--- src/rtl/fifo_drain_adapter_if.sv ---
// rtl/fifo_drain_adapter_if.sv - FIFO read side plus output stream bundle for fifo_drain_adapter
//
// Purpose: groups the FIFO read-side signals, the valid/ready output stream,
// the flush request and the transfer counter into one bundle.
// master modport: the adapter (drives fifo_rd_en, m_data, m_valid, words_out).
// slave modport : the surroundings (drive fifo_dout, fifo_empty, m_ready, flush).
//   fifo_dout  - FIFO registered data_out (valid the cycle after a read)
//   fifo_empty - FIFO empty flag
//   fifo_rd_en - FIFO read enable (combinational)
//   m_data     - stream data, head of the output buffer
//   m_valid    - stream valid
//   m_ready    - stream ready from the consumer
//   flush      - synchronous discard of buffered and in-flight words
//   words_out  - completed stream handshakes, wraps
interface fifo_drain_adapter_if #(
  parameter int FIFO_WIDTH = 16,
  parameter int CNT_WIDTH  = 16
);
  logic [FIFO_WIDTH-1:0] fifo_dout;
  logic                  fifo_empty;
  logic                  fifo_rd_en;
  logic [FIFO_WIDTH-1:0] m_data;
  logic                  m_valid;
  logic                  m_ready;
  logic                  flush;
  logic [CNT_WIDTH-1:0]  words_out;

  modport master (
    input  fifo_dout, fifo_empty, m_ready, flush,
    output fifo_rd_en, m_data, m_valid, words_out
  );

  modport slave (
    output fifo_dout, fifo_empty, m_ready, flush,
    input  fifo_rd_en, m_data, m_valid, words_out
  );
endinterface

--- src/rtl/fifo_drain_adapter.sv ---
// rtl/fifo_drain_adapter.sv - converts a 1-cycle-latency FIFO read port into a valid/ready stream
//
// Purpose: drains a synchronous FIFO (registered data_out) into a valid/ready
// stream at up to one word per cycle using a 2-entry output buffer. A read is
// only issued when a buffer slot is guaranteed for the returning word, so the
// FIFO is never read while empty and no returning word is ever dropped.
// Ports:
//   clk - clock, rising edge
//   rst - asynchronous active-high reset
//   bus - fifo_drain_adapter_if.master (FIFO read side, output stream,
//         flush request, words_out counter)
module fifo_drain_adapter #(
  parameter int FIFO_WIDTH = 16,
  parameter int CNT_WIDTH  = 16
) (
  input logic                  clk,
  input logic                  rst,
  fifo_drain_adapter_if.master bus
);

  logic [FIFO_WIDTH-1:0] buf_mem [2];
  logic                  head;
  logic                  tail;
  logic [1:0]            buf_count;
  logic                  inflight;
  logic                  drop;
  logic [CNT_WIDTH-1:0]  words_out_q;

  logic [1:0]            occupancy;
  logic                  pop;
  logic                  push;
  logic                  rd_en;

  // A flush forces rd_en low, so no read can be in flight at the end of a
  // flush cycle; the drop flag can therefore never be set and is held at 0.
  assign drop = 1'b0;

  always_comb begin
    occupancy = buf_count + {1'b0, inflight};
    pop       = (buf_count != 2'd0) && !bus.flush && bus.m_ready;
    // The returning word is discarded during a flush instead of being written.
    push      = inflight && !drop && !bus.flush;
    // Read only when the word returning next cycle has a slot: either there
    // is free room now, or the buffer is full but a word leaves this cycle.
    rd_en     = !rst && !bus.flush && !bus.fifo_empty &&
                ((occupancy < 2'd2) || ((occupancy == 2'd2) && pop));
  end

  assign bus.fifo_rd_en = rd_en;
  assign bus.m_valid    = (buf_count != 2'd0) && !bus.flush;
  assign bus.m_data     = buf_mem[head];
  assign bus.words_out  = words_out_q;

  always_ff @(posedge clk or posedge rst) begin
    if (rst) begin
      buf_mem[0]  <= '0;
      buf_mem[1]  <= '0;
      head        <= 1'b0;
      tail        <= 1'b0;
      buf_count   <= 2'd0;
      inflight    <= 1'b0;
      words_out_q <= '0;
    end else begin
      inflight <= rd_en;
      if (bus.flush) begin
        // Empty the buffer by collapsing head onto tail; no pop occurs.
        buf_count <= 2'd0;
        head      <= tail;
      end else begin
        if (push) begin
          buf_mem[tail] <= bus.fifo_dout;
          tail          <= ~tail;
        end
        if (pop) begin
          head        <= ~head;
          words_out_q <= words_out_q + {{(CNT_WIDTH-1){1'b0}}, 1'b1};
        end
        buf_count <= buf_count + {1'b0, push} - {1'b0, pop};
      end
    end
  end

endmodule

--- src/flat_wrapper.sv ---
// flat-port wrapper written by rule: the top's interface ports become plain ports
module fifo_drain_adapter_flat 
#(
  parameter int FIFO_WIDTH = 16,
  parameter int CNT_WIDTH  = 16
)
  (clk, rst, bus_fifo_dout, bus_fifo_empty, bus_m_ready, bus_flush, bus_fifo_rd_en, bus_m_data, bus_m_valid, bus_words_out);
  fifo_drain_adapter_if #(.FIFO_WIDTH(FIFO_WIDTH), .CNT_WIDTH(CNT_WIDTH)) bus_i ();
  input logic clk;
  input logic rst;
  input wire logic [$bits(bus_i.fifo_dout)-1:0] bus_fifo_dout;
  input wire logic [$bits(bus_i.fifo_empty)-1:0] bus_fifo_empty;
  input wire logic [$bits(bus_i.m_ready)-1:0] bus_m_ready;
  input wire logic [$bits(bus_i.flush)-1:0] bus_flush;
  output wire logic [$bits(bus_i.fifo_rd_en)-1:0] bus_fifo_rd_en;
  output wire logic [$bits(bus_i.m_data)-1:0] bus_m_data;
  output wire logic [$bits(bus_i.m_valid)-1:0] bus_m_valid;
  output wire logic [$bits(bus_i.words_out)-1:0] bus_words_out;
  assign bus_i.fifo_dout = bus_fifo_dout;
  assign bus_i.fifo_empty = bus_fifo_empty;
  assign bus_i.m_ready = bus_m_ready;
  assign bus_i.flush = bus_flush;
  assign bus_fifo_rd_en = bus_i.fifo_rd_en;
  assign bus_m_data = bus_i.m_data;
  assign bus_m_valid = bus_i.m_valid;
  assign bus_words_out = bus_i.words_out;
  fifo_drain_adapter #(.FIFO_WIDTH(FIFO_WIDTH), .CNT_WIDTH(CNT_WIDTH)) u_core (.clk(clk), .rst(rst), .bus(bus_i));
endmodule
--- config.mk ---
export PLATFORM = sky130hd
export DESIGN_NAME = fifo_drain_adapter_flat
export DESIGN_NICKNAME = d
export VERILOG_FILES = /design/src/rtl/fifo_drain_adapter_if.sv /design/src/rtl/fifo_drain_adapter.sv /design/src/flat_wrapper.sv
export SDC_FILE = /design/constraint.sdc
export NUM_CORES = 1
export LEC_CHECK = 0
export ABC_AREA = 1
export CORE_ASPECT_RATIO = 0.5
export CORE_MARGIN = 3
export CORE_UTILIZATION = 55
export DETAILED_ROUTE_END_ITERATION = 12
export PLACE_DENSITY = 0.82
export RECOVER_POWER = 100
export SYNTH_ARGS = -nofsm -noshare
export SYNTH_HDL_FRONTEND = slang
export SYNTH_SLANG_ARGS = --single-unit
--- constraint.sdc ---
create_clock -name clk -period 4.5 [get_ports clk]
set_input_delay 0.9 -clock clk [delete_from_list [all_inputs] [get_ports clk]]
set_output_delay 0.9 -clock clk [all_outputs]
set_load 0.03 [all_outputs]
==> results of run 1 <==
## area by class of cell
cell class	count	area, um2	area share (%)
Sequential cell	53	1330	41.7
Inverter	46	173	5.42
Tap cell	66	82.6	2.59
Timing Repair Buffer	55	544	17.1
Clock inverter	3	21.3	0.668
Multi-Input combinational cell	186	968	30.4
Clock buffer	5	68.8	2.16
## critical path, stage by stage
cell and delay [ps]:
clkdlybuf4s50_1 500, inv_1 140, nand3_1 420, nor2_1 240, o21a_1 140, dlygate4sd3_1 740
## stage by stage
stage	setup WS, ps	hold slack [ps]
global placement	833	460
finish	525	490
CTS	779	490
detailed placement	778	465
global route	336	514
floorplan	1950	448
## how the worst min path moves through the flow
stage	slack (ps)	to	from	depth (start not counted)
floorplan	450	u_core.buf_mem[0]	u_core.buf_mem[0]	2
global placement	460	u_core.buf_mem[3]	u_core.buf_mem[3]	2
detailed placement	470	u_core.buf_mem[20]	u_core.buf_mem[20]	2
CTS	490	u_core.buf_mem[20]	u_core.buf_mem[20]	2
global route	510	u_core.buf_mem[5]	u_core.buf_mem[5]	2
finish	490	u_core.buf_mem[10]	u_core.buf_mem[10]	2
## power by group through the flow
stage          registers (mW)  logic (mW)  clock network, mW
5_1_grt                 0.713       0.612              0.297
4_1_cts                 0.696       0.628              0.279
3_3_place_gp            0.696       0.610                  0
6_report                0.694       0.558              0.272
3_5_place_dp            0.705       0.625                  0
2_1_floorplan           0.697       0.409                  0
## placed cells by master (no fill, tap or decap), drive strengths merged
master	n
xor2	5
nand2	86
clkdlybuf4s50	19
ha	4
nor2	19
clkinvlp	1
clkinv	1
clkbuf	6
nand3b	1
mux2	16
nand4	3
o21a	1
dlygate4sd3	35
or2	1
o211ai	1
nor3	1
o21ai	35
nand3	11
xnor2	2
dfrtp	53
inv	47
## cells by family (layout without fill, tap and decap cells)
group | count (synthesis) | after routing | share of synthesized area [%]
buf+inv | 56 | 109 | 9.48
xor+xnor | 7 | 7 | 2.35
simple gates | 122 | 122 | 19.0
flops | 53 | 53 | 50.8
mux | 16 | 16 | 6.90
compound gates | 37 | 37 | 9.58
fa+ha+maj | 4 | 4 | 1.92
## layer usage
| layer | wire length [um] | up-vias | track usage [%] |
|---|---|---|---|
| li1 | - | 1019 | - |
| met2 | 2430 | 39 | 32.5 |
| met4 | 59 | 0 | 5.81 |
| met3 | 167 | 6 | 3.56 |
| met1 | 2250 | 961 | 23.2 |
| met5 | 0 | - | 0 |
## flip-flops by register name, indices dropped and copies added, names as in the netlist
register	flops
u_core.buf_mem	32
u_core.tail	1
u_core.bus.words_out	16
u_core.inflight	1
u_core.buf_count	2
u_core.head	1
==> metrics.md, run 1 <==
| Metric | Value |
|---|---|
| Status | `complete, but fails checks` |
| Violated checks | `max-capacitance violations, max-slew violations` |
| Netlist Area Pre-Place | `0.00261 mm2` |
| Antenna-violating nets left | `0` |
| Critical path type | `in2out` |
| Netlist cell types | `23` |
| Hold Vio Cnt, Final | `0` |
| Num CTS Buffers | `5` |
| Clock buffer depth | `2` |
| Largest net degree at the start of global routing | `54` |
| Register area share after synthesis | `approximately half` |
| Async S/R FF share, synth | `100%` |
| RSZ-0062 raised after global routing | `false` |
| Grt ovf | `0` |
| Pins Over Slew Limit | `between 50 and 60` |
| WL final | `4910 um` |
| RR Endpoint | `u_core.buf_count[1]` |
| Post-layout util | `a little under three quarters` |
| IO Port Bufs | `between 50 and 60` |
| Clock Skew | `between 5 and 6 ps` |
| Die Area | `approximately 0.0057 mm2` |
| CTS tree | `done` |
| Sink Count | `53` |
| GPL Wtd Cong | `between 0.8 and 0.9` |
| CP startpoint kind | `primary input` |
| Syn Inst Count | `approximately 300` |
| Final instance area | `approximately 0.0032 mm2` |
| First-pass GRT wire length | `approximately 8000 um` |
| Share of cells above drive strength 1 | `under 10%` |
| Final non-filler cell total | `between 400 and 500` |
| Horiz. Die Dim | `slightly above 100 um` |
| Skew-Pair Late Insertion Delay | `slightly above 300 ps` |
| Post-synth top area share | `between 50% and 60%` |
| Switch share | `roughly 37%` |
| First-pass iteration count of the detailed router | `5` |
| Clock root cell | `clkbuf_8` |
| Worst Path Arrival | `3080 ps` |
| Initial antenna violation count | `0` |
| Avg Inst Size Synth | `about 8.9 um2` |
| CTS clock-pin slew for the worst setup and hold paths | `around 100 ps` |
| Initial Utilization | `roughly 58%` |
| Worst hold path type | `reg2reg` |
| Std-Cell Core Area | `between 0.004 and 0.005 mm2` |
| Switching pwr | `0.562 mW` |
| Setup TNS | `0 ps` |
| Flop pwr share | `a little under half` |
| Crit path from | `bus_flush` |
| Top cells by area, synth | `dfrtp_1 51%, nand2_1 12%, mux2_2 6.9%, inv_1 6.3%, o21ai_2 5.4%` |
| Antenna Diode Count | `0` |
| Slack of the worst reg-to-reg path | `between 2000 and 3000 ps` |
| All-Layer GR Usage | `approximately 18%` |
| DRT iter0 DRCs | `38` |
| Slew at the pin with the worst max-slew slack | `about 1900 ps` |
| Post-detail-place hpwl | `between 3000 and 4000 um` |
| Max-Cap Viols | `1` |
| Pwr dens | `478 mW/mm2` |
| Post-cts sizing count | `0` |
| Fmax | `around 250 MHz` |
| Setup-failing EPs final | `0` |
| Slew margin rel. | `-29.7%` |
| Fin crit period | `between 3000 and 4000 ps` |
| H-tree depth | `2` |
| Peak supply drop | `between 0.3 and 0.4 mV` |
| Vias | `between 2000 and 2500` |
| Comb pwr share | `between 30 and 40%` |
| Syn_nets | `320` |
| Reg2reg start | `u_core.buf_count[0]` |
| EDFF count, synth | `0` |
| Total power | `1.52 mW` |
| Worst Path Required | `~3600 ps` |
| Via/cell ratio | `between 4 and 5` |
| Fill count | `between 300 and 400` |
| Routed len/inst | `around 12 um` |
| Cell count after placement | `406` |
| Fin nets | `372` |
| Largest area contributor in the netlist | `dfrtp_1` |
| Synth warn | `0` |
| Count leader, synth | `nand2_1` |
| Internal Power | `about 0.96 mW` |
| DP Area | `around 0.0032 mm2` |
| Syn-to-layout area delta | `21.9%` |
| Primary FF master, synth | `dfrtp_1` |
| Post-CTS Setup Bufs | `0` |
| Die Y | `54.7 um` |
| DR DRC count | `0` |
| Most frequent cells after synthesis | `85 x nand2_1, 53 x dfrtp_1, 44 x inv_1` |
| R2R cell count | `9` |
| Crit-path max FO | `16` |
| Clock Power Share | `between 10% and 20%` |
| Register bit total from synthesis | `between 50 and 60` |
| # IOs | `55` |
| CTS Hold Bufs | `0` |
| Pleak | `roughly 1.6 nW` |
| Crit path to | `bus_fifo_rd_en` |
| FP Rows | `17` |
| Number of global-route vias before repair | `between 1500 and 2000` |
| CP Capture Type | `output port` |
| Final Cycle Share | `between 80% and 90%` |
Note: power is estimated with default switching activity, not from simulation.
==> run 2: changes to the inputs <==
--- a/config.mk
+++ b/config.mk
@@ -6,12 +6,13 @@
 export NUM_CORES = 1
 export LEC_CHECK = 0
 export ABC_AREA = 1
+export CAP_MARGIN = 15
 export CORE_ASPECT_RATIO = 0.5
 export CORE_MARGIN = 3
 export CORE_UTILIZATION = 55
 export DETAILED_ROUTE_END_ITERATION = 12
-export PLACE_DENSITY = 0.82
-export RECOVER_POWER = 100
+export PLACE_DENSITY = 0.9
+export RECOVER_POWER = 25
 export SYNTH_ARGS = -nofsm -noshare
 export SYNTH_HDL_FRONTEND = slang
 export SYNTH_SLANG_ARGS = --single-unit
==> run 2 against run 1 <==
The run still ends with max-capacitance violations, max-slew violations left. Sequential share of layout area down 0.99 points. Register-to-register slack better by 80 ps. Clock power about the same. Power up 4.2%. Largest cell class unchanged. Final cell count unchanged. Critical path depth unchanged. Wire length up 4.9%. Count of clock-buffer cells in the layout up 1. Highest routed layer unchanged.
==> metrics.md, run 2 (synthesis gave the netlist of run 1 again) <==
| Metric | Value |
|---|---|
| CTS clock-pin slew for the worst setup and hold paths | `about 90 ps` |
| Clock Skew | `7.88 ps` |
| DR DRC count | `0` |
| Slew margin rel. | `-16.2%` |
| First-pass GRT wire length | `just over 8000 um` |
| CP Cell Sequence | `clkdlybuf4s50_1 > inv_2 > nand3_2 > nor2_1 > o21a_1 > clkdlybuf4s50_1` |
| RSZ-0062 raised after global routing | `false` |
| Total power | `roughly 1.6 mW` |
| Number of flip-flops in the largest register | `32` |
| Pwr dens | `487 mW/mm2` |
| Antenna Diode Count | `0` |
| DRT iter0 DRCs | `59` |
| Vias | `between 2000 and 2500` |
| GPL Wtd Cong | `0.770` |
| CP most frequent cell | `clkdlybuf4s50_1` |
| Syn-to-layout area delta | `24.9%` |
| Die Area | `about 0.0057 mm2` |
| Slowest cell on crit path | `clkdlybuf4s50_1` |
| Initial Utilization | `between 50% and 60%` |
| Fmax | `around 270 MHz` |
| Most common cell after layout, fill and taps aside | `nand2_1` |
| Crit-path max FO | `16` |
| DP Area | `0.00317 mm2` |
| Cell count after placement | `roughly 410` |
| Routed len/inst | `~12 um` |
| Peak supply drop | `around 0.29 mV` |
| Num CTS Buffers | `5` |
| FP Rows | `17` |
| Setup TNS | `0 ps` |
| Post-CTS Setup Bufs | `0` |
| CTS Hold Bufs | `0` |
| Sink Count | `53` |
| Hold Vio Cnt, Final | `0` |
| Clock buffer depth | `2` |
| Largest net degree at the start of global routing | `54` |
| WL final | `approximately 5100 um` |
| Setup-failing EPs final | `0` |
| Worst-case hold slack | `487 ps` |
| IO Port Bufs | `54` |
| Via/cell ratio | `approximately 4.9` |
| Final instance area | `between 0.003 and 0.004 mm2` |
| Post-detail-place hpwl | `between 3000 and 4000 um` |
| Status | `complete, but fails checks` |
| Violated checks | `max-capacitance violations, max-slew violations` |
| All-Layer GR Usage | `between 10% and 20%` |
| Fill count | `348` |
| Pleak | `roughly 1.6 nW` |
| CP startpoint kind | `primary input` |
| Post-cts sizing count | `0` |
| Max-Cap Viols | `1` |
| Share of cells above drive strength 1 | `12.9%` |
| CTS tree | `done` |
| Final non-filler cell total | `414` |
| Fin crit period | `around 3700 ps` |
| Most frequent cells in the layout | `85 x nand2_1, 53 x clkdlybuf4s50_1, 53 x dfrtp_1, 44 x inv_1, 19 x o21ai_0` |
| Die Y | `roughly 55 um` |
| CP Capture Type | `output port` |
| Antenna-violating nets left | `0` |
| # IOs | `55` |
| Grt ovf | `0` |
| Skew-Pair Late Insertion Delay | `around 300 ps` |
| Worst Path Arrival | `around 2900 ps` |
| Final Cycle Share | `approximately 83%` |
| H-tree depth | `2` |
| Pins Over Slew Limit | `35` |
| Worst Path Required | `3600 ps` |
| Std-Cell Core Area | `approximately 0.0045 mm2` |
| First-pass iteration count of the detailed router | `4` |
| Horiz. Die Dim | `103 um` |
| Clock root cell | `clkbuf_8` |
| Fin nets | `around 370` |
| Number of global-route vias before repair | `about 1900` |
| Top reg by flops | `u_core.buf_mem` |
| Initial antenna violation count | `0` |
| Critical path type | `in2out` |
| Slew at the pin with the worst max-slew slack | `around 1700 ps` |
| Max incr delay on CP | `about 670 ps` |
| Worst hold path type | `reg2reg` |
-- run 2: cell count changes in the layout (fill, tap and decap cells not counted), moves of 16 or more --
cell	change
clkdlybuf4s50_1	+34
o21ai_0	-16
o21ai_2	+16
dlygate4sd3_1	-34
-- run 2: layer usage --
metal	wire length (um)	GRT usage, %
met5	0	0
met4	52	4.95
met3	169	4.71
met2	2630	35.8
met1	2290	22.1
-- run 2: final timing paths --
check                                    startpoint                       end  slack (ps)  cells past startpoint
worst max register to register  u_core.buf_count[1]       u_core.buf_count[1]        2610                      9
min in group asynchronous                       rst  u_core.bus.words_out[11]        1200                      2
worst min-delay path              u_core.buf_mem[3]         u_core.buf_mem[3]         490                      2
max in group asynchronous                       rst        u_core.buf_mem[17]        1230                      3
worst max-delay path                      bus_flush            bus_fifo_rd_en         750                      6
worst min register to register    u_core.buf_mem[3]         u_core.buf_mem[3]         490                      2
-- run 2: area by class of cell --
| class | count | area [um2] | area share [%] |
|---|---|---|---|
| Inverter | 46 | 173 | 5.29 |
| Timing Repair Buffer | 56 | 552 | 16.9 |
| Sequential cell | 53 | 1330 | 40.7 |
| Multi-Input combinational cell | 186 | 1040 | 31.8 |
| Tap cell | 66 | 82.6 | 2.53 |
| Clock inverter | 1 | 7.51 | 0.230 |
| Clock buffer | 6 | 82.6 | 2.53 |
-- run 2: report_power, final --
part	switching [mW]	internal [mW]
Combinational	0.330	0.291
Clock	0.149	0.122
Sequential	0.0905	0.604
-- run 2: worst max-delay path, delay by kind of cell --
kind	cells	cell delay [ps]
compound gates	1	140
buf+inv	3	1340
simple gates	2	470
-- run 2: per-stage QoR --
stage | worst slack, ps | util [%]
floorplan | 1950 | -
global placement | 825 | 70.6
detailed placement | 767 | 70.6
CTS | 757 | 72.6
global route | 655 | 72.7
finish | 751 | 72.7
==> run 3: changes to the inputs <==
--- a/config.mk
+++ b/config.mk
@@ -9,9 +9,9 @@
 export CAP_MARGIN = 15
 export CORE_ASPECT_RATIO = 0.5
 export CORE_MARGIN = 3
-export CORE_UTILIZATION = 55
+export CORE_UTILIZATION = 51
 export DETAILED_ROUTE_END_ITERATION = 12
-export PLACE_DENSITY = 0.9
+export PLACE_DENSITY = 0.85
 export RECOVER_POWER = 25
 export SYNTH_ARGS = -nofsm -noshare
 export SYNTH_HDL_FRONTEND = slang
==> constraint.sdc (replaced) <==
create_clock -name clk -period 3.63 [get_ports clk]
set_input_delay 0.726 -clock clk [delete_from_list [all_inputs] [get_ports clk]]
set_output_delay 0.726 -clock clk [all_outputs]
set_load 0.03 [all_outputs]
==> run 3 against run 2 <==
Critical path type unchanged. The run now ends clean. Clock skew down 2.3 ps. Die area up 7.2%. Final area up 0.23%. Via count up 0.89%. Utilization down 2.5 points. Global-route usage down 0.17 points. Hold slack better by 1.7 ps. Sequential cell count unchanged.
==> metrics.md, run 3 (synthesis gave the netlist of run 1 again) <==
| Metric | Value |
|---|---|
| Initial antenna violation count | `0` |
| R2R cell count | `10` |
| IO Port Bufs | `54` |
| Slack of the worst reg-to-reg path | `between 1500 and 2000 ps` |
| Die Y | `56.6 um` |
| CP most frequent cell | `clkdlybuf4s50_1` |
| Peak supply drop | `0.349 mV` |
| CTS Hold Bufs | `0` |
| Max incr delay on CP | `roughly 670 ps` |
| Crit path to | `bus_fifo_rd_en` |
| DR DRC count | `0` |
| Slowest cell on crit path | `clkdlybuf4s50_1` |
| Area of the multi-input gates | `0.00104 mm2` |
| Sink Count | `53` |
| Number of flip-flops in the largest register | `32` |
| Vias | `between 2000 and 2500` |
| Clock buffer depth | `2` |
| Most common cell after layout, fill and taps aside | `nand2_1` |
| Hold Vio Cnt, Final | `0` |
| Syn-to-layout area delta | `25.1%` |
| Antenna-violating nets left | `0` |
| Post-cts sizing count | `0` |
| Fill count | `between 300 and 400` |
| Number of global-route vias before repair | `2118` |
| Die Area | `between 0.006 and 0.007 mm2` |
| Post-detail-place hpwl | `between 3000 and 4000 um` |
| Final Cycle Share | `85.0%` |
| Initial Utilization | `56.1%` |
| Slew at the pin with the worst max-slew slack | `1360 ps` |
| WL final | `roughly 5100 um` |
| CTS tree | `done` |
| Status | `complete, no violations` |
| CP Cell Sequence | `clkdlybuf4s50_1 > inv_2 > nand3_2 > nor2_1 > o21a_1 > clkdlybuf4s50_1` |
| Fmax | `324 MHz` |
| Max-Cap Viols | `0` |
| Largest net degree at the start of global routing | `54` |
| Post-CTS Setup Bufs | `0` |
| Pleak | `about 1.6 nW` |
| Worst Path Arrival | `2360 ps` |
| Skew-Pair Late Insertion Delay | `approximately 310 ps` |
| First-pass iteration count of the detailed router | `4` |
| CTS clock-pin slew for the worst setup and hold paths | `about 90 ps` |
| Pwr dens | `between 600 and 700 mW/mm2` |
| Share of cells above drive strength 1 | `between 10% and 20%` |
| Worst-case hold slack | `approximately 500 ps` |
| CP startpoint kind | `primary input` |
| Setup-failing EPs final | `0` |
| Horiz. Die Dim | `around 110 um` |
| Slew margin rel. | `9.55%` |
| All-Layer GR Usage | `between 10% and 20%` |
| Worst hold path type | `reg2reg` |
| RSZ-0062 raised after global routing | `false` |
| Pins Over Slew Limit | `0` |
| # IOs | `55` |
| Num CTS Buffers | `5` |
| Routed len/inst | `about 12 um` |
| Std-Cell Core Area | `about 0.0047 mm2` |
| Most frequent cells in the layout | `85 x nand2_1, 53 x clkdlybuf4s50_1, 53 x dfrtp_1, 44 x inv_1, 19 x o21ai_0` |
| Clock Skew | `5.61 ps` |
| H-tree depth | `2` |
| Reg area | `0.00133 mm2` |
| Reg2reg start | `u_core.buf_count[1]` |
| Top reg by flops | `u_core.buf_mem` |
| Crit path from | `bus_flush` |
| RR Endpoint | `u_core.buf_count[1]` |
| CP Capture Type | `output port` |
| Crit-path max FO | `6` |
| Fin crit period | `between 3000 and 4000 ps` |
| Via/cell ratio | `just under 5` |
| Antenna Diode Count | `0` |
| Grt ovf | `0` |
| FP Rows | `17` |
| Clock root cell | `clkbuf_8` |
| Worst Path Required | `2900 ps` |
| Setup TNS | `0 ps` |
| Fin nets | `between 300 and 400` |
| Critical path type | `in2out` |
| GPL Wtd Cong | `approximately 0.8` |
| First-pass GRT wire length | `just over 9000 um` |
| DRT iter0 DRCs | `between 50 and 60` |
run 3: layer usage:
metal	part of all wire (%)	vias up	wire length (um)	GRT usage [%]
met2	53	26	2670	36.0
met1	43	995	2180	21.3
met5	0	-	0	0
met4	1.3	0	65	5.65
met3	3.2	6	165	3.56
li1	-	1021	-	-
run 3: metrics by stage:
step	util (%)	area [um2]	setup WS, ps	power (mW)	cells
floorplan	-	2610	1430	1.37	295
global placement	68.2	3180	592	1.62	407
detailed placement	68.2	3180	541	1.65	407
CTS	70.1	3270	531	2.00	414
global route	70.2	3270	246	2.10	415
finish	70.2	3270	545	1.98	415
run 3: report_power, final:
group          switching, mW  internal (mW)  total, mW
sequential             0.112          0.749      0.861
clock                  0.195          0.151      0.346
combinational          0.409          0.361      0.771
run 3: area by class of cell:
class / instances / area share [%]
Sequential cell: 53 / 40.6
Multi-Input combinational cell: 186 / 31.8
Clock buffer: 6 / 2.53
Timing Repair Buffer: 57 / 17.1
Inverter: 46 / 5.28
Tap cell: 66 / 2.53
Clock inverter: 1 / 0.230
run 3: how the worst min path moves through the flow:
stage | from | to | slack [ps] | cells past startpoint
CTS | u_core.buf_mem[22] | u_core.buf_mem[22] | 490 | 2
floorplan | u_core.buf_mem[0] | u_core.buf_mem[0] | 450 | 2
global placement | u_core.buf_mem[18] | u_core.buf_mem[18] | 460 | 2
finish | u_core.buf_mem[23] | u_core.buf_mem[23] | 490 | 2
detailed placement | u_core.buf_mem[22] | u_core.buf_mem[22] | 470 | 2
global route | u_core.buf_mem[23] | u_core.buf_mem[23] | 520 | 2
run 3: worst max-delay path, delay by kind of cell:
family          cells  cell delay [ps]
simple gates        2              200
compound gates      1              130
buf+inv             3             1290
==> patch: new RTL, settings of run 3 <==
`CNT_WIDTH` is set to 16 in 3 places; all go to 12.
--- a/src/rtl/fifo_drain_adapter_if.sv
+++ b/src/rtl/fifo_drain_adapter_if.sv
@@ -15,5 +15,5 @@
 interface fifo_drain_adapter_if #(
   parameter int FIFO_WIDTH = 16,
-  parameter int CNT_WIDTH  = 16
+  parameter int CNT_WIDTH  = 12
 );
   logic [FIFO_WIDTH-1:0] fifo_dout;
--- a/src/rtl/fifo_drain_adapter.sv
+++ b/src/rtl/fifo_drain_adapter.sv
@@ -12,5 +12,5 @@
 module fifo_drain_adapter #(
   parameter int FIFO_WIDTH = 16,
-  parameter int CNT_WIDTH  = 16
+  parameter int CNT_WIDTH  = 12
 ) (
   input logic                  clk,
--- a/src/flat_wrapper.sv
+++ b/src/flat_wrapper.sv
@@ -3,5 +3,5 @@
 #(
   parameter int FIFO_WIDTH = 16,
-  parameter int CNT_WIDTH  = 16
+  parameter int CNT_WIDTH  = 12
 )
   (clk, rst, bus_fifo_dout, bus_fifo_empty, bus_m_ready, bus_flush, bus_fifo_rd_en, bus_m_data, bus_m_valid, bus_words_out);
Interface: changed (resized bus_words_out); port bits go from 55 to 51. The function was not compared with the original's and may differ.
==> patch against run 3 <==
The flow now finishes with violations (capacitance limit, slew limit); synthesized area down 7.5%; utilization up 1.6 points; sequential cell count down 4; maximum frequency down 5.4%; worst hold slack better by 0.0013 ns; cell area down 7.2%; setup slack worse by 0.18 ns; first-iteration DRC count down 1.9%; total power down 2.6%; clock skew down 0.0019 ns; critical path depth unchanged; register-to-register slack better by 0.09 ns; wire length down 7.4%; via count down 10%; critical endpoint unchanged; largest cell class unchanged.
==> patch: results <==
[pwr]
leakagePower_uw = 0.001481
ir_drop_uv = 417.5

[grt]
use_met1_pct = 22.08
grt_pass1_wl_um = 8487
grt_pass1_vias = 1935
grt_use_total_pct = 19.90
grtUsageMet3_pct = 4.326
groute.layer.met2.usage_pct = 38.19
grt_max_degree = 50

[timing]
finClkSkew_ns = 0.003659
drv_slew = 50
slew_headroom_pct = -21.17

[drt]
met3_wirelength_um = 182
viasPerCell = 4.860
drt-pass1-iter-count = 4
drt-met1-wl_um = 2025
finalWirelength_um = 4711
wl_met2_um = 2432
drtIter0Drc = 52

[placement]
placed_area_um2 = 2943
pre_cts_ws_ns = 0.5064
portBuffers = 50
place_hpwl_um = 3300
place_congestion = 0.7595

[synthesis]
synth_cell_types = 23
syn_nets = 288
yosys-top-cells-area = dfrtp_1, nand2_1, mux2_2, inv_1, o21ai_2
ys_seq_area_share_pct = 50.75
yosys-top-cells-count = nand2_1, dfrtp_1, inv_1

[run_status]
violations = capacitance limit, slew limit
status = finished, violations left

[finish]
final.fill_count = 335
layout-drive-gt1-share_pct = 13.97
top_register = u_core.buf_mem
layout.nets = 339

[min_path]
min_path_type = reg2reg

[critical_path]
arrival_ns = 2.54
max_stage_delay_ns = 0.67
worstPathMaxFanout = 7

[run]
maxCapViolCount = 1

[clocking]
clk_latency_ns = 0.31
cts_buffers = 5
ctsResizeCount = 0
## patch: changes by cell type in the layout (fill, tap and decap cells not counted), sizes merged, moves of 2 or more
cell / change
nand2: -17
inv: -6
clkdlybuf4s50: -5
dfrtp: -4
nor2: -4
nand4: +3
nand3: -2
nor3: +2
## patch: cell families (layout without fill, tap and decap cells)
group                      count (synthesis)  after routing  synth area share, %
and+or+nand+nor                          103            103                17.87
DFF                                       49             49                50.75
buffers and inverters                     48            100                9.166
AOI/OAI and AO/OA                         36             36                10.15
muxes                                     16             16                7.457
xor gates and xnor gates                   7              7                2.538
adders and majority gates                  4              4                2.072
## patch: worst paths after layout
path	start	cells past startpoint	slack (ns)	end
max reg2reg	u_core.buf_count[1]	7	1.94	u_core.buf_count[1]
min	u_core.buf_mem[25]	2	0.49	u_core.buf_mem[25]
max in group asynchronous	rst	2	1.11	u_core.buf_mem[2]
max	bus_flush	6	0.37	bus_fifo_rd_en
min in group asynchronous	rst	2	1.47	u_core.inflight
min reg2reg	u_core.buf_mem[25]	2	0.49	u_core.buf_mem[25]
## patch: final cells by class
class | instances | area share (%)
Sequential cell | 49 | 40.41
Tap cell | 63 | 2.598
Multi-Input combinational cell | 166 | 31.75
Timing Repair Buffer | 53 | 17.11
Inverter | 39 | 4.825
Clock buffer | 6 | 2.722
Clock inverter | 2 | 0.5773
## patch: through the flow
stage / util (%) / std cells / hold slack [ns]
final: 71.83 / 378 / 0.4903
after global routing: 71.83 / 378 / 0.5035
after CTS: 72.04 / 378 / 0.4888
after detailed placement: 69.67 / 370 / 0.4651
after global placement: 69.67 / 370 / 0.4596
after floorplan: - / 263 / 0.4476
## patch: power breakdown
group	switching [uW]	internal (uW)	leakage (uW)
clock	191	158	0.0000518
sequential	118	701	0.000631
combinational	402	356	0.000799
total	711	1220	0.00148
